<file path="config.mk">
export PLATFORM = sky130hd
export DESIGN_NAME = div_sequencer
export DESIGN_NICKNAME = d
export VERILOG_FILES = /design/src/rtl/div_sequencer.sv
export SDC_FILE = /design/constraint.sdc
export NUM_CORES = 1
export LEC_CHECK = 0
export CAP_MARGIN = 40
export CORE_ASPECT_RATIO = 0.9
export CORE_UTILIZATION = 25
export CTS_BUF_LIST = sky130_fd_sc_hd__clkbuf_16
export CTS_CLUSTER_SIZE = 40
export DETAILED_ROUTE_END_ITERATION = 10
export SLEW_MARGIN = 0
export SYNTH_ARGS = -nofsm -noshare
export SYNTH_HDL_FRONTEND = slang
export SYNTH_SLANG_ARGS = --single-unit
</file>
<file path="constraint.sdc">
create_clock -name clk -period 8.95 [get_ports clk]
set_clock_uncertainty 0.15 [all_clocks]
set_input_delay 2.2375 -clock clk [delete_from_list [all_inputs] [get_ports clk]]
set_output_delay 2.2375 -clock clk [all_outputs]
set_load 0.02 [all_outputs]
</file>
<file path="src/rtl/div_sequencer.sv">
// div_sequencer: multicycle RV32M DIV/DIVU/REM/REMU sequencer.
// Restoring radix-2 divider that holds the pipeline with stallReq while busy.
// Optional macro DIV_FASTPATH_EN: divide-by-zero and signed overflow skip the
// 32-step loop and go straight from IDLE to DONE.
module div_sequencer (
  input  logic        clk,
  input  logic        rst,
  input  logic        flush,
  input  logic        start,
  input  logic [2:0]  funct3,
  input  logic [31:0] srcA,
  input  logic [31:0] srcB,
  input  logic [4:0]  rdAddrIn,
  output logic        stallReq,
  output logic        busy,
  output logic        done,
  output logic [31:0] result,
  output logic [4:0]  rdAddrOut,
  output logic        regWrite
);

  typedef enum logic [1:0] {IDLE, CALC, SIGN, DONE} state_t;

  state_t      state;
  logic [4:0]  cnt;
  logic [31:0] rem;      // partial remainder (upper half of the shift pair)
  logic [31:0] quo;      // dividend shifting out, quotient shifting in
  logic [31:0] dvs;      // divisor magnitude
  logic        is_rem;
  logic        neg_q;
  logic        neg_r;

  // Operand conditioning for the start cycle: funct3[0]=0 selects signed ops.
  logic        signed_op, a_neg, b_neg, div_zero, ovf;
  logic [31:0] a_abs, b_abs, fast_res;

  assign signed_op = ~funct3[0];
  assign a_neg     = signed_op & srcA[31];
  assign b_neg     = signed_op & srcB[31];
  assign a_abs     = a_neg ? (~srcA + 32'd1) : srcA;
  assign b_abs     = b_neg ? (~srcB + 32'd1) : srcB;
  assign div_zero  = (srcB == 32'd0);
  assign ovf       = signed_op & (srcA == 32'h8000_0000) & (srcB == 32'hFFFF_FFFF);
  assign fast_res  = div_zero ? (funct3[1] ? srcA : 32'hFFFF_FFFF)
                              : (funct3[1] ? 32'd0 : 32'h8000_0000);

  // One restoring step: shift in the next dividend bit, subtract if it fits.
  logic [32:0] rem_sh, diff;
  logic        take;

  assign rem_sh = {rem, quo[31]};
  assign diff   = rem_sh - {1'b0, dvs};
  assign take   = (rem_sh >= {1'b0, dvs});

  // Sign fix-up applied in SIGN.
  logic [31:0] q_fin, r_fin;

  assign q_fin = neg_q ? (~quo + 32'd1) : quo;
  assign r_fin = neg_r ? (~rem + 32'd1) : rem;

  // funct3[2] is always 1 for these ops; diff[32] is zero whenever take is set.
  logic unused_ok;
  assign unused_ok = ^{funct3[2], diff[32]};

  // Sequencer FSM and datapath registers.
  always_ff @(posedge clk) begin
    if (rst) begin
      state     <= IDLE;
      cnt       <= '0;
      rem       <= '0;
      quo       <= '0;
      dvs       <= '0;
      is_rem    <= 1'b0;
      neg_q     <= 1'b0;
      neg_r     <= 1'b0;
      result    <= '0;
      rdAddrOut <= '0;
    end else if (flush) begin
      state <= IDLE;
      cnt   <= '0;
    end else begin
      case (state)
        IDLE: if (start) begin
          is_rem    <= funct3[1];
          rdAddrOut <= rdAddrIn;
          // Zero divisor must return all-ones quotient, so never negate it.
          neg_q     <= (a_neg ^ b_neg) & ~div_zero;
          neg_r     <= a_neg;
          dvs       <= b_abs;
          quo       <= a_abs;
          rem       <= '0;
          cnt       <= '0;
`ifdef DIV_FASTPATH_EN
          if (div_zero | ovf) begin
            result <= fast_res;
            state  <= DONE;
          end else begin
            state  <= CALC;
          end
`else
          state     <= CALC;
`endif
        end
        CALC: begin
          rem <= take ? diff[31:0] : rem_sh[31:0];
          quo <= {quo[30:0], take};
          cnt <= cnt + 5'd1;
          if (cnt == 5'd31) state <= SIGN;
        end
        SIGN: begin
          result <= is_rem ? r_fin : q_fin;
          state  <= DONE;
        end
        default: state <= IDLE;   // DONE always returns to IDLE
      endcase
    end
  end

  // Handshake outputs; flush kills them in the same cycle.
  assign busy     = (state != IDLE);
  assign done     = (state == DONE) & ~flush & ~rst;
  assign regWrite = done & (rdAddrOut != 5'd0);
  assign stallReq = ~rst & ~flush &
                    (((state == IDLE) & start) | (state == CALC) | (state == SIGN));

`ifndef DIV_FASTPATH_EN
  // Fast-path conditions only feed the result mux when the macro is set.
  logic unused_fast;
  assign unused_fast = ^{ovf, fast_res};
`endif

endmodule

</file>
==> results.txt, run 1 <==
The final weighted congestion in routability-driven placement is between 0.9 and 1. The analysis attributes to cell leakage a power of around 4.8 nW. The initial antenna violation count is 1. Setup repair after global routing left no endpoint under its margin. The portion of total power attributed to combinational logic came out at 0.216.

The biggest area contributor in the post-synthesis netlist is dfxtp_1. By area the synthesized netlist is led by dfxtp_1 27%, nand2_1 8.2%, xnor2_1 6.6%, a21oi_1 6.2%, o21ai_0 5.4%. The required time at the endpoint of the critical path came out at 6560 ps. The maximum number of pins on one net before global-route repair came out at a little over 70. The number of buffers added on ports is 115.

In the global route stage, overall resource usage came out at 0.150. The cell count of the worst hold path came out at 2. The die extent in y is 196 um.

The final routed wirelength across all metal layers is 31.6 mm. Once routing completed, OpenROAD measured the worst setup slack at 2500 ps. The analysis attributes to net switching a power of 0.536 mW.

The count of pins over their slew limit came out at 0. The worst setup path is captured at an output port. Following the worst setup path forward leads to its endpoint at stallReq. In this run, the number of DRC markers left after iteration 0 of detailed routing was approximately 600.

The first TritonRoute pass finished after 4 iterations. The tree built by TritonCTS fans out to approximately 140 sinks. The fraction of synthesized cell area taken by the top area cell type is 0.275. The share of cells above drive strength 1 came out at 0.0452.

The internal portion of the total power is 1.25 mW. The synthesized cell area came out at between 10000 and 15000 um^2. The area occupied by multi-input gates is ~7000 um^2. The per-cell via count in the routed design came out at about 5.0. The first-pass GRT wire length is 51.4 mm. The switching power as a share of total power is 0.300.

The number of enable-type register cells in the synthesized netlist came out at 0. The floorplan has 70 rows. The instance count of the mapped netlist came out at around 1.4k.

The total setup buffers inserted after CTS came out at 0. The leading register cell type out of synthesis is dfxtp_1. The fraction of the yosys area taken by sequential cells is 0.275. When the netlist entered floorplanning its net count stood at about 1.5k. The total number of vias is slightly above 10k.

The later pin in the worst-skew pair is clocked with a latency of between 400 and 500 ps. After detailed routing, the average wire length per cell comes to 15.5 um. The total core area is around 41000 um^2.

The total overflow left after global routing is 0. Synthesis inferred around 140 register bits. The width of the die came out at approximately 220 um.

The critical path is of the input pin to output port type. The flow ran to the end, and the final reports show no timing, DRC or antenna violations. The fill cell instance count of the final layout came out at approximately 4.4k.

The share of total power dissipated in sequential elements is 0.385. In this run the remaining antenna-violating nets after routing total 0. For this configuration, the core starts out at a cell density of 0.255. The arrival time of the worst setup path came out at 4060 ps. The number of failing hold endpoints at the final stage came out at 0. The mean instance size in the synthesized netlist is ~7.3 um^2. The worst relative slew slack came out at 0.398. Setup violations remaining at the end of the flow were counted as 0.

The part of the total power dissipated in the clock network is 0.399. In this run the power density over the cells is about 140 nW/um^2. The post-CTS resize count came out at 0. The summed negative setup slack over all endpoints came out at 0 ps. The clock edge transition at the registers on the reported setup and hold paths is 60 ps. The number of unique standard cell types used by synthesis came out at about 60. For flop-to-flop paths, the worst setup slack is about 5000 ps.

The start point of the critical path is flush. After detailed routing, the number of remaining DRC violations is 0. Prior to clock tree synthesis, the placed netlist has a worst setup slack of approximately 2500 ps. Derived from the worst setup path, the maximum achievable clock frequency is 0.155 GHz. The instance count after placement with tap cells included came out at just over 2k.

The maximum vdd drop is slightly above 0.1 mV. Registers take ~2900 um^2. The worst register-to-register path begins at dvs[10]$_SDFFE_PP0P_.

The depth of the CTS H-tree came out at 4. In this run the deepest clock path goes through 2 buffers. The max capacitance violation total is 0. The number of nets at the end of the flow is approximately 1.6k. The worst reg2reg path depth came out at 11.

The hold buffer count at cts came out at 0. The die outline area is approximately 43000 um^2. The half-perimeter wire length after placement came out at 24.5 mm. The endpoint identified for the worst register-to-register timing path is rem[21]$_SDFFE_PP0P_. STA classifies the critical path startpoint as an input pin. The warning count from the yosys run came out at 0.

TritonCTS built the clock tree. Counting I/O delays and the setup requirement, the final critical path takes about 6400 ps. In this run the worst hold path is classified as flop to flop. The synthesis-to-layout area growth is 21.4%.

The root buffer cell chosen for the clock tree is clkbuf_16. Along the worst path, the maximum fanout reaches 9. The final cycle utilization of the critical path is 0.720. The count of pins on the block boundary is around 120. The transition time at the pin with the least slew margin came out at between 900 and 1000 ps. The count of non-filler cells in the finished layout came out at approximately 2k. The share of async-settable or async-resettable flops after synthesis came out at 0. The number of buffers inserted during clock tree synthesis is 17. The via count of the first global-routing pass is between 9k and 10k.
==> layout make-up <==
type / count / share of cell area
repair buffers: 131 / 0.102
flip-flops and latches: 143 / 0.226
inverters: 62 / 0.0184
clock buffers: 17 / 0.0336
well taps: 540 / 0.0534
multi-input cells: 1135 / 0.554
diodes: 1 / 0.000198
clock inverters: 15 / 0.0121
==> logic make-up (layout without fill, tap and decap cells) <==
logic type / count (synthesis) / after routing / synth area share
simple gates: 496 / 496 / 0.217
flops: 143 / 143 / 0.275
other cells: 0 / 1 / 0
buf+inv: 150 / 225 / 0.0545
xor+xnor: 138 / 138 / 0.116
compound gates: 426 / 426 / 0.255
mux: 31 / 31 / 0.0298
fa+ha+maj: 44 / 44 / 0.0535
==> per-stage QoR <==
stage / hold slack, ps / area, um^2 / total power, mW / utilization
2_1_floorplan: 282 / 10400 / 0.956 / -
3_3_place_gp: 294 / 12000 / 1.08 / 0.294
3_5_place_dp: 300 / 12100 / 1.08 / 0.295
4_1_cts: 308 / 12700 / 1.80 / 0.310
5_1_grt: 327 / 12700 / 1.88 / 0.310
6_report: 306 / 12700 / 1.78 / 0.310
==> cell usage in the layout, fill, tap and decap left out, types with 7 or more instances in the layout <==
master           instances
nand2_1                229
dfxtp_1                142
a21oi_1                129
clkdlybuf4s50_1        114
o21ai_0                113
nor2_1                 107
xnor2_1                 78
inv_1                   63
xor2_1                  60
ha_1                    42
a211oi_1                32
mux2i_1                 31
o31ai_1                 31
nor3_1                  24
o211ai_1                24
nand3_1                 18
nand4_1                 18
clkbuf_16               17
nor4_1                  15
a31oi_1                 15
or4_1                   14
or3_1                   14
buf_4                   14
nand2b_1                12
a21o_1                  12
o21a_1                  11
o41ai_1                 11
nor2b_1                 10
a32oi_1                  8
or2_2                    7
==> worst max-delay path, stage by stage <==
cell and delay, ps:
clkdlybuf4s50_1 580, or2_2 470, a21oi_1 150, clkdlybuf4s50_1 620
==> worst min-delay path by stage <==
stage / endpoint / from
floorplan: dvs[25]$_SDFFE_PP0P_ / dvs[25]$_SDFFE_PP0P_
detailed placement: result[16]$_SDFFE_PP0P_ / result[16]$_SDFFE_PP0P_
global route: result[11]$_SDFFE_PP0P_ / result[11]$_SDFFE_PP0P_
CTS: dvs[25]$_SDFFE_PP0P_ / dvs[25]$_SDFFE_PP0P_
global placement: dvs[31]$_SDFFE_PP0P_ / dvs[31]$_SDFFE_PP0P_
finish: dvs[25]$_SDFFE_PP0P_ / dvs[25]$_SDFFE_PP0P_
==> flip-flops by register name, indices dropped and copies added (netlist names), 2 cells and up <==
signal	count
result	32
cnt	5
state	2
quo	32
dvs	32
rem	32
rdAddrOut	5
==> routing by layer <==
| layer | vias to the layer above | global-route usage | wire (um) |
|---|---|---|---|
| met2 | 233 | 0.228 | 13900 |
| met3 | 31 | 0.0284 | 1380 |
| li1 | 5193 | - | - |
| met5 | - | 0 | 0 |
| met1 | 4781 | 0.213 | 15800 |
| met4 | 0 | 0.0480 | 551 |
==> power by group through the flow <==
stage | Clock (mW) | Combinational [mW] | Sequential [mW]
floorplan | 0 | 0.263 | 0.693
global placement | 0 | 0.375 | 0.701
detailed placement | 0 | 0.383 | 0.701
CTS | 0.724 | 0.385 | 0.686
global route | 0.756 | 0.431 | 0.691
finish | 0.712 | 0.386 | 0.687
==> synth_stat cells, types with 3 or more instances <==
cell	count
xnor2_1	78
ha_1	43
o21bai_1	4
a32oi_1	8
o21ai_0	113
nand2b_1	12
nand3_1	18
clkbuf_1	78
nor2b_1	11
nor3_1	24
a22o_1	5
dfxtp_1	143
xor2_1	60
o41ai_1	11
nor2_1	109
o21a_1	11
mux2i_1	31
and3_1	6
a311oi_1	4
or4_1	14
a211oi_1	32
nand3b_1	3
a22oi_1	5
buf_2	4
o21ai_1	3
nor4_1	15
a211o_1	4
a21oi_1	129
or4_4	3
inv_1	62
o31ai_1	31
nand2_1	229
a31oi_1	15
nand4_1	18
and2_1	5
o211ai_1	24
or3_1	14
or2_2	7
buf_1	6
a21o_1	12
No activity file was read; power rests on OpenSTA's default activity.
==> run 2: changes to the inputs <==
==> constraint.sdc (replaced) <==
create_clock -name clk -period 6.35 [get_ports clk]
set_clock_uncertainty 0.15 [all_clocks]
set_input_delay 1.5875 -clock clk [delete_from_list [all_inputs] [get_ports clk]]
set_output_delay 1.5875 -clock clk [all_outputs]
set_load 0.02 [all_outputs]
==> results.txt, run 2 (synthesis results as in run 1) <==
The flow ran to the end, and the final reports show no timing, DRC or antenna violations. Clock latency on the worst-skew pair, taken at its later pin, is between 400 and 500 ps. The delay of the slowest cell on the worst path is roughly 620 ps. The maximum net fanout on the critical path came out at 9. For this design the static power due to leakage is approximately 4.8 nW. The most common library cell in the layout ignoring fill and taps is nand2_1. The first-pass iteration count of the detailed router came out at 5.

The per-cell via count in the routed design is 5.01. The startpoint identified for the worst register-to-register timing path is dvs[8]$_SDFFE_PP0P_. The worst register-to-register path ends at rem[31]$_SDFFE_PP0P_. The total setup buffers inserted after CTS came out at 0. Prior to clock tree synthesis, the placed netlist has a worst setup slack of ~1200 ps. The total global routing overflow came out at 0. The final weighted congestion in routability-driven placement is 0.901. On the critical path, the stage with the largest delay is an instance of clkdlybuf4s50_1.

The clock edge transition at the registers on the reported setup and hold paths came out at 60 ps. The number of failing hold endpoints at the final stage came to 0. After detailed routing, the total wire length is approximately 32 mm. In this run the standard cell core region covers around 41000 um^2. The area occupied by multi-input gates came out at 7010 um^2.

Entering global routing, the biggest net connects 72 pins. Setup repair after global routing left no endpoint under its margin. Broken down by cell family, the worst path's largest delay share belongs to buffers and inverters. The arrival time of the worst setup path came out at around 3400 ps. For the finished layout, the period the worst path requires is slightly above 5000 ps. The sequential cell area in the final layout came out at roughly 2900 um^2. The count of endpoints failing setup in the final report came out at 0. From synthesis to final layout, the design area changed by 21.8%. The worst setup path is of the input pin to output port kind. In the routed design, unresolved DRC markers number 0. The number of buffers added on ports came out at around 120. The power density over cell area came out at between 200 and 250 nW/um^2.

The die covers 42500 um^2. The min-delay analysis places its worst path in the category flop to flop. STA classifies the critical path endpoint as an output port.

The count of pins over their slew limit is 0. The half-perimeter wire length after placement is 24.6 mm. TritonCTS created 17 clock buffers. The post-CTS resize count came out at 0. The number of stages on the worst setup path is 4. The worst relative slew slack is 0.370. In this run the horizontal extent of the chip is about 220 um. The share of cells above drive strength 1 came out at 0.0459.

The type of origin of the critical path is an input pin. The number of cells on the worst reg-to-reg path is 11. The first global-routing pass estimated 50.5 mm of wire. Summed over all failing endpoints, the final setup total negative slack is 0 ps. The setup slack after layout is around 1200 ps. After the last flow step, the layout net total stands at approximately 1.6k. The detail-routed net length per standard cell came out at roughly 16 um.

The initial antenna violation count was 1. The depth of the CTS H-tree is 4. Data on the critical path is required at its endpoint by 4610 ps. The die extent in y is 196 um. The via count of the first global-routing pass is roughly 9.3k. The most numerous cell type found on the critical path is clkdlybuf4s50_1. Tracing the worst setup path back leads to its startpoint at flush. The number of nets with antenna violations after detailed routing is 0. At the pin with the least slew margin, the transition time is 944 ps. Traced cell by cell, the critical path runs through clkdlybuf4s50_1, or2_2, a21oi_1, clkdlybuf4s50_1. The maximum buffer depth of the clock tree came out at 2.

The hold buffer count at cts is 0. The fill cell instance count of the final layout came out at 4362. The count of pins on the block boundary came out at about 120. The number of core rows is 70. TritonCTS built the clock tree.

The number of sinks driven by the clock tree came out at between 100 and 150. The maximum vdd drop is between 0.15 and 0.2 mV. The final cycle utilization of the critical path is 0.814. The total number of vias came out at 10.2k. The max capacitance violation total came out at 0. The count of routing violations after the opening detailed-route iteration is 602. The initial utilization of the core area, before any placement, comes to 0.255. The maximum frequency from static timing analysis came out at approximately 0.19 GHz. The endpoint of the worst setup timing path is stallReq. In the global route stage, overall resource usage came out at 0.148. The total buffers and inverters traversed by the critical path came out at 2. In the layout the commonest cells are 229 x nand2_1, 142 x dfxtp_1, 129 x a21oi_1.

The reg-to-reg setup timing slack came out at about 2400 ps. In this run the clock root is driven by a clkbuf_16.
[run 2: changes by cell type in the layout (fill, tap and decap cells not counted), sizes merged]
cell and delta:
clkinv -3, inv +2, bufinv +1
[run 2: layout make-up]
class                           count  area share
Clock buffer                       17      0.0335
Tap cell                          540      0.0532
Timing Repair Buffer              131       0.102
Sequential cell                   143       0.225
Clock inverter                     15      0.0153
Inverter                           62      0.0183
Antenna cell                        1    0.000197
Multi-Input combinational cell   1135       0.552
[run 2: metrics by stage]
step	power [mW]	cell area, um^2	hold WS [ps]	instances	utilization
after detailed placement	1.53	12100	303	2011	0.295
after CTS	2.60	12700	311	2043	0.311
after global placement	1.52	12000	296	2006	0.294
after global routing	2.71	12700	328	2044	0.311
after floorplan	1.35	10400	282	1428	-
final	2.58	12700	311	2044	0.311
[run 2: worst min path at each step]
| stage | depth (start not counted) | from | end |
|---|---|---|---|
| global route | 2 | result[13]$_SDFFE_PP0P_ | result[13]$_SDFFE_PP0P_ |
| global placement | 2 | dvs[31]$_SDFFE_PP0P_ | dvs[31]$_SDFFE_PP0P_ |
| CTS | 2 | result[13]$_SDFFE_PP0P_ | result[13]$_SDFFE_PP0P_ |
| detailed placement | 2 | result[13]$_SDFFE_PP0P_ | result[13]$_SDFFE_PP0P_ |
| finish | 2 | result[13]$_SDFFE_PP0P_ | result[13]$_SDFFE_PP0P_ |
| floorplan | 2 | dvs[25]$_SDFFE_PP0P_ | dvs[25]$_SDFFE_PP0P_ |
[run 2: power breakdown]
group / internal, mW / switching [mW] / total [mW]
Combinational: 0.221 / 0.321 / 0.542
Sequential: 0.931 / 0.0377 / 0.969
Clock: 0.656 / 0.414 / 1.07
[run 2: routing by layer]
| metal | GRT usage | wire length (um) | vias to the layer above |
|---|---|---|---|
| met2 | 0.229 | 14000 | 208 |
| met5 | 0 | 0 | - |
| met1 | 0.210 | 15900 | 4795 |
| li1 | - | - | 5205 |
| met3 | 0.0290 | 1480 | 23 |
| met4 | 0.0376 | 363 | 0 |
[run 2: worst min-delay path: stages (launching register included)]
cell and delay (ps):
dfxtp_1 310, nand2_1 50, a21oi_1 50
==> run 3: changes to the inputs <==
==> constraint.sdc (replaced) <==
create_clock -name clk -period 4.75 [get_ports clk]
set_clock_uncertainty 0.15 [all_clocks]
set_input_delay 1.1875 -clock clk [delete_from_list [all_inputs] [get_ports clk]]
set_output_delay 1.1875 -clock clk [all_outputs]
set_load 0.02 [all_outputs]
==> results.txt, run 3 (synthesis results as in run 1) <==
The run finished with clean final reports. The number of sinks driven by the clock tree is around 140. The width of the die is about 220 um. Setup violations remaining at the end of the flow were counted as 0. Entering global routing, the biggest net connects 71 pins.

The analysis attributes to cell leakage a power of between 4 and 5 nW. Of the total power, the share spent switching nets is 0.306. The internal power of the cells is between 2 and 2.5 mW.

The most numerous cell type found on the critical path is clkdlybuf4s50_1. The clock edge transition at the registers on the reported setup and hold paths is approximately 50 ps. Leaving out fill and tap cells, the most frequent cells in the layout are 229 x nand2_1, 142 x dfxtp_1, 129 x a21oi_1. In this run the remaining antenna-violating nets after routing total 0.

The aggregate global-route resource usage is 0.148. Detailed placement finished with a half-perimeter wire length of ~25 mm. The routed design has between 30 and 40 mm of wire.

Setup repair after global routing left no endpoint under its margin. The worst setup path is captured at an output port. The kind of cell with the highest combined delay along the critical path is buffers and inverters. The first-pass iteration count of the detailed router is 7. The setup slack after layout came out at roughly 360 ps. Measured on the finished design, the core utilization comes to 0.311. The worst pin sits at a relative slew slack of 0.440. The maximum net fanout on the critical path is 9.

The initial antenna violation count is 2. The most common library cell in the layout ignoring fill and taps is nand2_1. The portion of total power attributed to combinational logic came out at 0.219. The die is about 200 um tall. The via count of the first global-routing pass is between 9k and 10k. The arrival time of the worst setup path came out at between 3000 and 4000 ps.

The post-route DRC violation count is 0. The finished layout cell area came out at ~13000 um^2. The maximum buffer depth of the clock tree came out at 2. The number of failing hold endpoints at the final stage is 0. The die outline area came out at roughly 43000 um^2. The part of the power in registers is 0.391. The required time at the endpoint of the critical path came out at between 3000 and 4000 ps.

The fill cell instance count of the final layout came out at approximately 4.4k. The count of routing violations after the opening detailed-route iteration came out at ~670. The total setup buffers inserted after CTS came out at 0.

The maximum frequency from static timing analysis came out at between 0.2 and 0.25 GHz. The synthesis-to-layout area growth is 21.9%. The number of hold buffers added after CTS was 0.

Using the TritonRoute via totals, the vias-per-cell ratio works out to 4.99. Counting the buffers created by CTS gives 17. The time the worst path needs with I/O delays and setup is about 4400 ps. The power density over cell area is about 260 nW/um^2.

Row generation in the floorplan step produced 70 rows. The CTS tree is done. Summed over all failing endpoints, the final setup total negative slack is 0 ps. The total buffers and inverters traversed by the critical path is 2. VDD sags by at most 0.179 mV. The depth of the CTS H-tree came out at 4. The count of pins over their slew limit is 0. STA classifies the critical path startpoint as an input pin. In the finished design, the share of the clock period the worst path needs comes to 0.924. The cell at the slowest stage of the critical path is clkdlybuf4s50_1. The number of nets at the end of the flow came out at 1620.

The worst setup slack before clock tree synthesis came out at 262 ps. The count of pins on the block boundary came out at between 100 and 150. The later-pin clock latency in the skew report came out at 430 ps. The number of buffers added on ports came out at roughly 120. The number of gates resized after CTS was 0. The total global routing overflow came out at 0.

The first-pass GRT wire length came out at about 50 mm. The net switching power came out at about 1 mW. The tree is rooted in a clkbuf_16.

The congestion estimate from routability-driven global placement came to 0.901. The total number of vias is about 10k. The max capacitance violation total came out at 0. The area after detailed placement is 12200 um^2. In the final layout, the share of cells above drive strength 1 is 0.0523.

For the pin with the worst max-slew slack, the measured transition is 840 ps. Of the total power, the clock network draws 0.389. The tightest min-delay check is of the flop to flop type.

The initial standard-cell utilization of the core is 0.255. The delay of the slowest cell on the worst path is 630 ps. The worst setup path is of the input pin to output port kind. The detail-routed net length per standard cell came out at 15.5 um.

The total core area came out at roughly 40000 um^2. The signal on the critical path passes through clkdlybuf4s50_1, or2_2, a21oi_1, clkdlybuf4s50_1.
run 3: changes by cell type in the layout (fill, tap and decap cells not counted), sizes merged:
cell	before	now
inv	65	63
clkinv	5	8
bufinv	4	2
clkinvlp	3	2
buf	17	27
diode	1	2
run 3: path summary, 6_finish.rpt:
check / slack, ps / end / cells past startpoint / start
setup / recovery: 360 / stallReq / 4 / flush
hold reg to reg: 310 / result[5]$_SDFFE_PP0P_ / 2 / result[5]$_SDFFE_PP0P_
setup reg to reg: 840 / rem[21]$_SDFFE_PP0P_ / 11 / dvs[9]$_SDFFE_PP0P_
hold / removal: 310 / result[5]$_SDFFE_PP0P_ / 2 / result[5]$_SDFFE_PP0P_
run 3: metrics by stage:
step	cells	total power, mW	hold slack [ps]
2_1_floorplan	1428	1.80	282
3_3_place_gp	2017	2.03	294
3_5_place_dp	2021	2.04	299
4_1_cts	2051	3.34	305
5_1_grt	2053	3.48	328
6_report	2053	3.31	307
run 3: layout make-up:
cell class	instances	area (um^2)	share of cell area
repair buffers	141	1370	0.108
clock inverters	13	126	0.00994
well taps	540	676	0.0531
clock buffers	17	425	0.0335
flip-flops and latches	143	2860	0.225
inverters	62	233	0.0183
multi-input cells	1135	7010	0.552
diodes	2	5.00	0.000394
run 3: tightest hold or removal path, cell delays in order, from the launching register on:
cell and delay, ps:
dfxtp_1 310, nand2_1 50, a21oi_1 50
run 3: layer usage:
layer / global-route usage / routed length [um]
met5: 0 / 0
met4: 0.0412 / 405
met3: 0.0264 / 1370
met2: 0.229 / 14000
met1: 0.209 / 16000
run 3: power by group through the flow:
stage / Clock (mW) / Sequential [mW] / Combinational [mW]
3_5_place_dp: 0 / 1.32 / 0.720
5_1_grt: 1.37 / 1.30 / 0.805
3_3_place_gp: 0 / 1.32 / 0.707
2_1_floorplan: 0 / 1.31 / 0.495
6_report: 1.29 / 1.30 / 0.727
4_1_cts: 1.32 / 1.30 / 0.724
